[src/rtl/cache_arb_pkg.sv]
// Shared types and default widths for the cache/main-memory arbiter.
package cache_arb_pkg;

  localparam int unsigned ADDR_W_DEF = 28;
  localparam int unsigned LINE_W_DEF = 128;

  typedef enum logic [1:0] {
    IDLE  = 2'd0,
    ISSUE = 2'd1,
    WAIT  = 2'd2,
    RESP  = 2'd3
  } state_t;

  typedef enum logic {
    OWN_I = 1'b0,
    OWN_D = 1'b1
  } owner_t;

endpackage

[src/rtl/cache_mem_arbiter_if.sv]
// Cache-side and memory-side bus of the arbiter.
// The slave view is the arbiter; the master view is the caches plus main memory.
interface cache_mem_arbiter_if
  import cache_arb_pkg::*;
#(
  parameter int unsigned ADDR_W = ADDR_W_DEF,
  parameter int unsigned LINE_W = LINE_W_DEF
);

  logic              I_READ;
  logic [ADDR_W-1:0] I_ADDR;
  logic [LINE_W-1:0] I_READDATA;
  logic              I_BUSYWAIT;

  logic              D_READ;
  logic              D_WRITE;
  logic [ADDR_W-1:0] D_ADDR;
  logic [LINE_W-1:0] D_WRITEDATA;
  logic [LINE_W-1:0] D_READDATA;
  logic              D_BUSYWAIT;

  logic              MEM_READ;
  logic              MEM_WRITE;
  logic [ADDR_W-1:0] MEM_ADDR;
  logic [LINE_W-1:0] MEM_WRITEDATA;
  logic [LINE_W-1:0] MEM_READDATA;
  logic              MEM_BUSYWAIT;

  modport slave (
    input  I_READ, I_ADDR, D_READ, D_WRITE, D_ADDR, D_WRITEDATA,
    input  MEM_READDATA, MEM_BUSYWAIT,
    output I_READDATA, I_BUSYWAIT, D_READDATA, D_BUSYWAIT,
    output MEM_READ, MEM_WRITE, MEM_ADDR, MEM_WRITEDATA
  );

  modport master (
    output I_READ, I_ADDR, D_READ, D_WRITE, D_ADDR, D_WRITEDATA,
    output MEM_READDATA, MEM_BUSYWAIT,
    input  I_READDATA, I_BUSYWAIT, D_READDATA, D_BUSYWAIT,
    input  MEM_READ, MEM_WRITE, MEM_ADDR, MEM_WRITEDATA
  );

endinterface

[src/rtl/cache_mem_arbiter_rr.sv]
// Combinational 2-way round-robin picker; bit 0 is icache, bit 1 is dcache.
module rr_arbiter_2
  import cache_arb_pkg::*;
(
  input  logic [1:0] i_req,
  input  owner_t     i_last_owner,
  output logic       o_grant_valid,
  output owner_t     o_grant_id
);

  // A lone requester wins; on a tie the one that did not win last time wins.
  always_comb begin
    o_grant_valid = |i_req;
    o_grant_id    = OWN_I;
    if (i_req == 2'b11) begin
      o_grant_id = (i_last_owner == OWN_I) ? OWN_D : OWN_I;
    end else if (i_req[1]) begin
      o_grant_id = OWN_D;
    end
  end

endmodule

[src/rtl/cache_mem_arbiter.sv]
// Shares the main-memory line port between icache and dcache, one transaction at a time.
module cache_mem_arbiter
  import cache_arb_pkg::*;
#(
  parameter int unsigned ADDR_W = ADDR_W_DEF,
  parameter int unsigned LINE_W = LINE_W_DEF
) (
  input logic                CLK,
  input logic                RESET,
  cache_mem_arbiter_if.slave bus
);

  state_t            r_state;
  state_t            w_state_nxt;
  owner_t            r_owner;
  owner_t            r_last_owner;
  owner_t            w_grant_id;
  logic              w_grant_valid;
  logic              w_grant;
  logic              w_done;
  logic              w_grant_wr;
  logic [ADDR_W-1:0] w_grant_addr;
  logic              w_i_req;
  logic              w_d_req;

  logic              r_mem_read;
  logic              r_mem_write;
  logic [ADDR_W-1:0] r_mem_addr;
  logic [LINE_W-1:0] r_mem_wdata;
  logic [LINE_W-1:0] r_i_rdata;
  logic [LINE_W-1:0] r_d_rdata;

  assign w_i_req = bus.I_READ;
  assign w_d_req = bus.D_READ | bus.D_WRITE;

  rr_arbiter_2 u_rr (
    .i_req         ({w_d_req, w_i_req}),
    .i_last_owner  (r_last_owner),
    .o_grant_valid (w_grant_valid),
    .o_grant_id    (w_grant_id)
  );

  // A simultaneous dcache read+write performs the write.
  assign w_grant_wr   = (w_grant_id == OWN_D) && bus.D_WRITE;
  assign w_grant_addr = (w_grant_id == OWN_D) ? bus.D_ADDR : bus.I_ADDR;

  // State register.
  always_ff @(posedge CLK) begin
    if (RESET) r_state <= IDLE;
    else       r_state <= w_state_nxt;
  end

  // Next-state logic with grant and completion strobes.
  always_comb begin
    w_state_nxt = r_state;
    w_grant     = 1'b0;
    w_done      = 1'b0;
    case (r_state)
      IDLE: begin
        if (w_grant_valid) begin
          w_state_nxt = ISSUE;
          w_grant     = 1'b1;
        end
      end
      ISSUE: w_state_nxt = WAIT;
      WAIT: begin
        if (!bus.MEM_BUSYWAIT) begin
          w_state_nxt = RESP;
          w_done      = 1'b1;
        end
      end
      RESP:    w_state_nxt = IDLE;
      default: w_state_nxt = IDLE;
    endcase
  end

  // Latch the granted request, drive memory, capture the response for a still-waiting owner.
  always_ff @(posedge CLK) begin
    if (RESET) begin
      r_owner      <= OWN_I;
      r_last_owner <= OWN_I;
      r_mem_read   <= 1'b0;
      r_mem_write  <= 1'b0;
      r_mem_addr   <= '0;
      r_mem_wdata  <= '0;
      r_i_rdata    <= '0;
      r_d_rdata    <= '0;
    end else begin
      if (w_grant) begin
        r_owner      <= w_grant_id;
        r_last_owner <= w_grant_id;
        r_mem_read   <= !w_grant_wr;
        r_mem_write  <= w_grant_wr;
        r_mem_addr   <= w_grant_addr;
        if (w_grant_wr) r_mem_wdata <= bus.D_WRITEDATA;
      end
      if (w_done) begin
        r_mem_read  <= 1'b0;
        r_mem_write <= 1'b0;
        if (r_owner == OWN_I && w_i_req) r_i_rdata <= bus.MEM_READDATA;
        if (r_owner == OWN_D && w_d_req) r_d_rdata <= bus.MEM_READDATA;
      end
    end
  end

  assign bus.MEM_READ      = r_mem_read;
  assign bus.MEM_WRITE     = r_mem_write;
  assign bus.MEM_ADDR      = r_mem_addr;
  assign bus.MEM_WRITEDATA = r_mem_wdata;
  assign bus.I_READDATA    = r_i_rdata;
  assign bus.D_READDATA    = r_d_rdata;

  // Busy-wait drops only in the owner's RESP cycle.
  assign bus.I_BUSYWAIT = w_i_req && !(r_state == RESP && r_owner == OWN_I);
  assign bus.D_BUSYWAIT = w_d_req && !(r_state == RESP && r_owner == OWN_D);

endmodule

[src/flat_wrapper.sv]
// flat-port wrapper written by rule: the top's interface ports become plain ports
module cache_mem_arbiter_flat import cache_arb_pkg::*;
#(
  parameter int unsigned ADDR_W = ADDR_W_DEF,
  parameter int unsigned LINE_W = LINE_W_DEF
)
  (CLK, RESET, bus_I_READ, bus_I_ADDR, bus_D_READ, bus_D_WRITE, bus_D_ADDR, bus_D_WRITEDATA, bus_MEM_READDATA, bus_MEM_BUSYWAIT, bus_I_READDATA, bus_I_BUSYWAIT, bus_D_READDATA, bus_D_BUSYWAIT, bus_MEM_READ, bus_MEM_WRITE, bus_MEM_ADDR, bus_MEM_WRITEDATA);
  cache_mem_arbiter_if #(.ADDR_W(ADDR_W), .LINE_W(LINE_W)) bus_i ();
  input logic CLK;
  input logic RESET;
  input wire logic [$bits(bus_i.I_READ)-1:0] bus_I_READ;
  input wire logic [$bits(bus_i.I_ADDR)-1:0] bus_I_ADDR;
  input wire logic [$bits(bus_i.D_READ)-1:0] bus_D_READ;
  input wire logic [$bits(bus_i.D_WRITE)-1:0] bus_D_WRITE;
  input wire logic [$bits(bus_i.D_ADDR)-1:0] bus_D_ADDR;
  input wire logic [$bits(bus_i.D_WRITEDATA)-1:0] bus_D_WRITEDATA;
  input wire logic [$bits(bus_i.MEM_READDATA)-1:0] bus_MEM_READDATA;
  input wire logic [$bits(bus_i.MEM_BUSYWAIT)-1:0] bus_MEM_BUSYWAIT;
  output wire logic [$bits(bus_i.I_READDATA)-1:0] bus_I_READDATA;
  output wire logic [$bits(bus_i.I_BUSYWAIT)-1:0] bus_I_BUSYWAIT;
  output wire logic [$bits(bus_i.D_READDATA)-1:0] bus_D_READDATA;
  output wire logic [$bits(bus_i.D_BUSYWAIT)-1:0] bus_D_BUSYWAIT;
  output wire logic [$bits(bus_i.MEM_READ)-1:0] bus_MEM_READ;
  output wire logic [$bits(bus_i.MEM_WRITE)-1:0] bus_MEM_WRITE;
  output wire logic [$bits(bus_i.MEM_ADDR)-1:0] bus_MEM_ADDR;
  output wire logic [$bits(bus_i.MEM_WRITEDATA)-1:0] bus_MEM_WRITEDATA;
  assign bus_i.I_READ = bus_I_READ;
  assign bus_i.I_ADDR = bus_I_ADDR;
  assign bus_i.D_READ = bus_D_READ;
  assign bus_i.D_WRITE = bus_D_WRITE;
  assign bus_i.D_ADDR = bus_D_ADDR;
  assign bus_i.D_WRITEDATA = bus_D_WRITEDATA;
  assign bus_i.MEM_READDATA = bus_MEM_READDATA;
  assign bus_i.MEM_BUSYWAIT = bus_MEM_BUSYWAIT;
  assign bus_I_READDATA = bus_i.I_READDATA;
  assign bus_I_BUSYWAIT = bus_i.I_BUSYWAIT;
  assign bus_D_READDATA = bus_i.D_READDATA;
  assign bus_D_BUSYWAIT = bus_i.D_BUSYWAIT;
  assign bus_MEM_READ = bus_i.MEM_READ;
  assign bus_MEM_WRITE = bus_i.MEM_WRITE;
  assign bus_MEM_ADDR = bus_i.MEM_ADDR;
  assign bus_MEM_WRITEDATA = bus_i.MEM_WRITEDATA;
  cache_mem_arbiter #(.ADDR_W(ADDR_W), .LINE_W(LINE_W)) u_core (.CLK(CLK), .RESET(RESET), .bus(bus_i));
endmodule
[config.mk]
export PLATFORM = sky130hd
export DESIGN_NAME = cache_mem_arbiter_flat
export DESIGN_NICKNAME = d
export VERILOG_FILES = /design/src/rtl/cache_arb_pkg.sv /design/src/rtl/cache_mem_arbiter_if.sv /design/src/rtl/cache_mem_arbiter_rr.sv /design/src/rtl/cache_mem_arbiter.sv /design/src/flat_wrapper.sv
export SDC_FILE = /design/constraint.sdc
export NUM_CORES = 1
export LEC_CHECK = 0
export ABC_AREA = 1
export CAP_MARGIN = 30
export CORE_AREA = 2 2 282 284
export CTS_CLUSTER_SIZE = 25
export DETAILED_ROUTE_END_ITERATION = 8
export DIE_AREA = 0 0 284 286
export SETUP_SLACK_MARGIN = 0.02
export SLEW_MARGIN = 10
export SYNTH_ARGS = -nofsm -noshare
export SYNTH_HDL_FRONTEND = slang
export SYNTH_SLANG_ARGS = --single-unit
[constraint.sdc]
create_clock -name CLK -period 1.6 [get_ports CLK]
set_clock_uncertainty 0.15 [all_clocks]
set_input_delay 0.32 -clock CLK [delete_from_list [all_inputs] [get_ports CLK]]
set_output_delay 0.32 -clock CLK [all_outputs]
set_load 0.02 [all_outputs]
---- Word-level counts from Yosys, hierarchy flattened ----
Index checks and enable logic that the tools add are counted.
operators by class
  $add $sub $neg .......................... 0
  $mul .................................... 0
  divide/modulo/power cells ............... 0
  order comparisons ....................... 0
  eq/ne operators ......................... 6
  shifts and indexed selects .............. 0
  mux-type cells .......................... 11
  bitwise logic cells ..................... 2
  reduce and logical (&&, ||, !) cells .... 17
operators by type and width
  kind                  number
  $mux W28              1
  $pmux W2 S4           1
  $reduce_and A2 Y1     4
  $logic_and A1 B1 Y1   7
  $mux W1               7
  $eq A2 B2 Y1 const B  3
  $mux W2               2
  $ne A2 B2 Y1 const B  2
  $reduce_or A2 Y1      2
  $logic_not A1 Y1      3
  $eq A2 B1 Y1 const B  1
  $logic_not A2 Y1      1
  $not A1 Y1            1
  $or A1 B1 Y1          1
word-level totals
  register bits ........................... 417
  latch bits .............................. 0
  bits in writable memories ............... 0
  ROM bits ................................ 0
  bits of input ports ..................... 318
  output and inout bits ................... 416
  memories ................................ 0

---- Longest topological paths before layout ----
  word-level depth ........................ 5
  depth in mapped cells ................... 10

---- Modules after synthesis ----
Synthesis repeated with hierarchy kept, for this count alone.
unflattened totals
  cells, all modules ...................... 2,166
  area total of the unflattened synthesis .. 15,765.1 um^2
modules (own cells, without submodules)
  module             times used  cells each  area each (um^2)  seq. area each (um^2)
  cache_mem_arbiter  1           2,163       15,750.1          8,348.0
  rr_arbiter_2       1           3           15.0              0.0

---- Least setup slack after synthesis ----
Ideal clock, no wire load.
  path type ............................... reg2reg
  start ................................... register u_core.r_state[0]
  end ..................................... register u_core.r_d_rdata[77] (netlist: u_core.bus.D_READDATA[77])
  library setup time ...................... 0.116 ns
  arrival time ............................ 1.333 ns
  required time ........................... 1.334 ns
  slack ................................... 0.001 ns
  cell stages (with the launch flop) ...... 10
  buffers on the path ..................... 2
  period minus slack after synthesis ...... 1.599 ns
  cells stage by stage .................... dfxtp_1 > inv_1 > ha_1 > inv_1 > nor2_2 > nand3_2 > clkbuf_2 > clkbuf_1 > o21ai_0 > nor2_1
between the ends
  longest elaborated chain between the ends .. 3
RTL lines
  what                         RTL line                  RTL
  start, declared              cache_mem_arbiter.sv:13   state_t r_state;
  start signal, assigned       cache_mem_arbiter.sv:50   else r_state <= w_state_nxt;
  $eq A2 B2 Y1                 cache_mem_arbiter.sv:58   case (r_state)
  $mux W1                      cache_mem_arbiter.sv:58
  $reduce_and A2 Y1 (no line)  n/a
  end signal, assigned         cache_mem_arbiter.sv:101  if (r_owner == OWN_D && w_d_req) r_d_rdata <= bus.MEM_READDATA;
  end, declared                cache_mem_arbiter.sv:31   logic [LINE_W-1:0] r_d_rdata;
Every way passes these cells.
A chain may end at the register's enable or synchronous reset.

---- Worst setup path after layout ----
  start ................................... register u_core.r_state[0]
  end ..................................... register u_core.r_i_rdata[100] (netlist: u_core.bus.I_READDATA[100])
between the ends
  longest elaborated chain between the ends .. 3
RTL lines
  what                         RTL line                  RTL
  $eq A2 B2 Y1                 cache_mem_arbiter.sv:58
  $mux W1                      cache_mem_arbiter.sv:58
  $reduce_and A2 Y1 (no line)  n/a
  end signal, assigned         cache_mem_arbiter.sv:100  if (r_owner == OWN_I && w_i_req) r_i_rdata <= bus.MEM_READDATA;
  end, declared                cache_mem_arbiter.sv:30   logic [LINE_W-1:0] r_i_rdata;
Every way passes these cells.

==> results.ini <==
[global_routing]
grt_start_max_net_pins=52
grt_antenna_before_repair=10
grt_pass1_wl_um=96800
grt_use_total=0.154
grt_pass1_vias=15748
overflow=0

[final_layout]
drive_gt1_frac=0.301
fin_util=0.358
fin_cells=4138
nets=3370
synthToLayoutAreaGrowth_pct=76.9
fill_cells=8310

[yosys]
syn-cell-area_sq_um=15800
yosys.area_share.xor_xnor=0
synth_top_family_by_area=simple AND/OR/NAND/NOR gates
seq_area_frac_synth=0.527
synthCells=2263
synth_top_area_share=0.527
synth_nets=2584
ys_top_cells_by_area=dfxtp_1 (53%), nor2_1 (20%), nand2_1 (8.9%), o21ai_0 (8.0%), inv_1 (4.5%)
yosysTopAreaCell=dfxtp_1
synth_adder_area_share=0.00237
synth_compound_gate_area_share=0.0836
synthSimpleGateAreaFrac=0.298
avgSynthCellArea_sq_um=7.00
synth_mux_area_frac=0
yosysWarnings=0
synth_cell_types=21
ys_seq_elements=417

[floorplanning]
die_h_um=286
core_area_sq_um=78400
die_w_um=284
die_area_sq_um=81200
initial_utilization=0.202
num_rows=103
io-pin-count=734

[timing]
final_hold_viol_count=0
whs_ps=154
drv_slew=0
rsz0062_at_grt=yes
finalCritPeriodShare=1.21
period_minus_slack_ps=1940
setup_viol=409
tns_ps=-75820
tightest_slew_ps=391
relSlewSlack=0.740
fin_ws_ps=-337
max_freq_mhz=516

[placed_design]
place_inst=4016
detailedPlace.worstSlack_ps=-570
place_hpwl_um=48800
portBuffers=733
gp_congestion=0.828

[clock_tree]
clockBufferDepth=3
cts_tree=built
ctsHoldBuffers=0
clk_pin_slew_ps=60
root_buffer=clkbuf_16
h-tree-depth=2
numCtsBuffers=46
clock_sinks=417
clock_latency_ps=580

[routing]
first_pass_iters=4
viasPerCell=3.99
drc=0
wl_per_cell_um=16.7
postRouteAntennaNets=0
drt_wl_total_um=69100
route.vias.total=16507
drt_first_iter_violations=673

[status]
failed_checks=setup timing
status=finished, violations left

[worst_setup_path]
crit_type=reg2reg
r2r_slack_ps=-340
r2r_cells=10
end_kind=register
worstPathRequired_ps=1920
cp.arrival_ps=2260
worst_setup_path_start_kind=register
path_max_fanout=8

[hold_path]
holdPathStages=3
hold_class=in2reg

[power]
ir_drop_v=0.00100
powerDensity_nw_per_um2=1360
p_leak_nw=12.6

[job]
maxCapViolCount=0

## sequential cells by signal, summed over array words and instances, names as in the netlist
| name | flops |
|---|---|
| u_core.bus.D_READDATA | 128 |
| u_core.bus.MEM_ADDR | 28 |
| u_core.bus.MEM_READ | 1 |
| u_core.bus.I_READDATA | 128 |
| u_core.bus.MEM_WRITEDATA | 128 |
| u_core.bus.MEM_WRITE | 1 |
| u_core.r_owner | 1 |
| u_core.r_state | 2 |
## path summary, 6_finish.rpt
kind | from | to
setup reg to reg | u_core.r_state[0] | u_core.bus.I_READDATA[100]
hold / removal | bus_D_WRITEDATA[109] | u_core.bus.MEM_WRITEDATA[109]
hold reg to reg | u_core.bus.I_READDATA[55] | u_core.bus.I_READDATA[55]
setup / recovery | u_core.r_state[0] | u_core.bus.I_READDATA[100]
## cells by family (layout without fill, tap and decap cells)
group | Yosys count | after routing
AND/OR/NAND/NOR | 1243 | 1243
flip-flops | 417 | 417
buffers and inverters | 336 | 1158
AO/OA/AOI/OAI | 264 | 264
adder cells (fa/ha/maj) | 3 | 3
other | 0 | 3
## worst max-delay path: stages, from the launching register on
cell and delay, ps:
dfxtp_2 340, inv_2 80, ha_4 140, inv_2 40, nor2_4 180, nand3_4 200, buf_12 220, buf_8 150
clkbuf_16 170, o21ai_2 110, nor2_1 50
## stage by stage
step / power, W / instance area (sq um)
after floorplan: 0.0198 / 15900
after global placement: 0.0262 / 25100
after detailed placement: 0.0263 / 25100
after CTS: 0.0381 / 27100
after global routing: 0.0403 / 28000
final: 0.0380 / 28000
## power by group
group | internal [W] | switching, W | total, W
sequential | 0.0123 | 0.00116 | 0.0135
clock | 0.00658 | 0.00460 | 0.0112
combinational | 0.00605 | 0.00730 | 0.0134
total | 0.0249 | 0.0131 | 0.0380
## layer usage
layer  GRT usage  routed length [um]  vias up  part of all wire
met5           0                  41        -           0.00059
met4      0.0630                2590        6             0.037
met3      0.0561                6010      118             0.087
met2       0.259               32900      590              0.48
met1       0.178               27600     7364              0.40
li1            -                   -     8429                 -
## layout make-up
type	instances	area, sq um	area share
repair buffers	877	9190	0.328
flip-flops and latches	417	8590	0.307
multi-input cells	1510	6520	0.233
clock buffers	63	1320	0.0469
well taps	1050	1310	0.0469
inverters	195	792	0.0283
clock inverters	21	263	0.00938
repair inverters	2	31.3	0.00112
diodes	3	7.51	0.000268
## cells in the mapped netlist
cell / count
buf_4: 24
nand3b_1: 1
o21ai_0: 252
clkbuf_2: 3
a21oi_1: 6
ha_1: 3
o21ai_1: 5
nand2_2: 1
nand3_2: 2
nor2_1: 857
inv_2: 4
nor2_2: 1
nand4_4: 1
inv_1: 191
clkbuf_1: 67
a21boi_1: 1
nand2_4: 1
nand3_1: 2
dfxtp_1: 417
buf_2: 47
nand2_1: 377
## placed cells by master, fill, tap and decap left out, types with 10 or more instances in the layout
cell             Yosys  final
inv_1              191    188
o21ai_1              5     91
buf_4               24    260
o21ai_2              0     74
dfxtp_4              0     10
buf_12               0     40
buf_2               47     18
nor2_2               1     17
o21ai_0            252     91
clkdlybuf4s50_1      0    317
dfxtp_1            417    244
clkbuf_8             0     10
clkbuf_16            0     60
dfxtp_2              0    163
nand2_1            377    376
nor2_1             857    836
buf_6                0    207
buf_16               0     14
## what timing repair did
item / in CTS / in global routing
gates resized for setup: 2500 / 236
endpoints found under the setup margin: 831 / 565
gates cloned: 9 / 19
setup buffers: 5 / 8
pin swaps: 4 / 28
No activity file was read; power rests on OpenSTA's default activity.
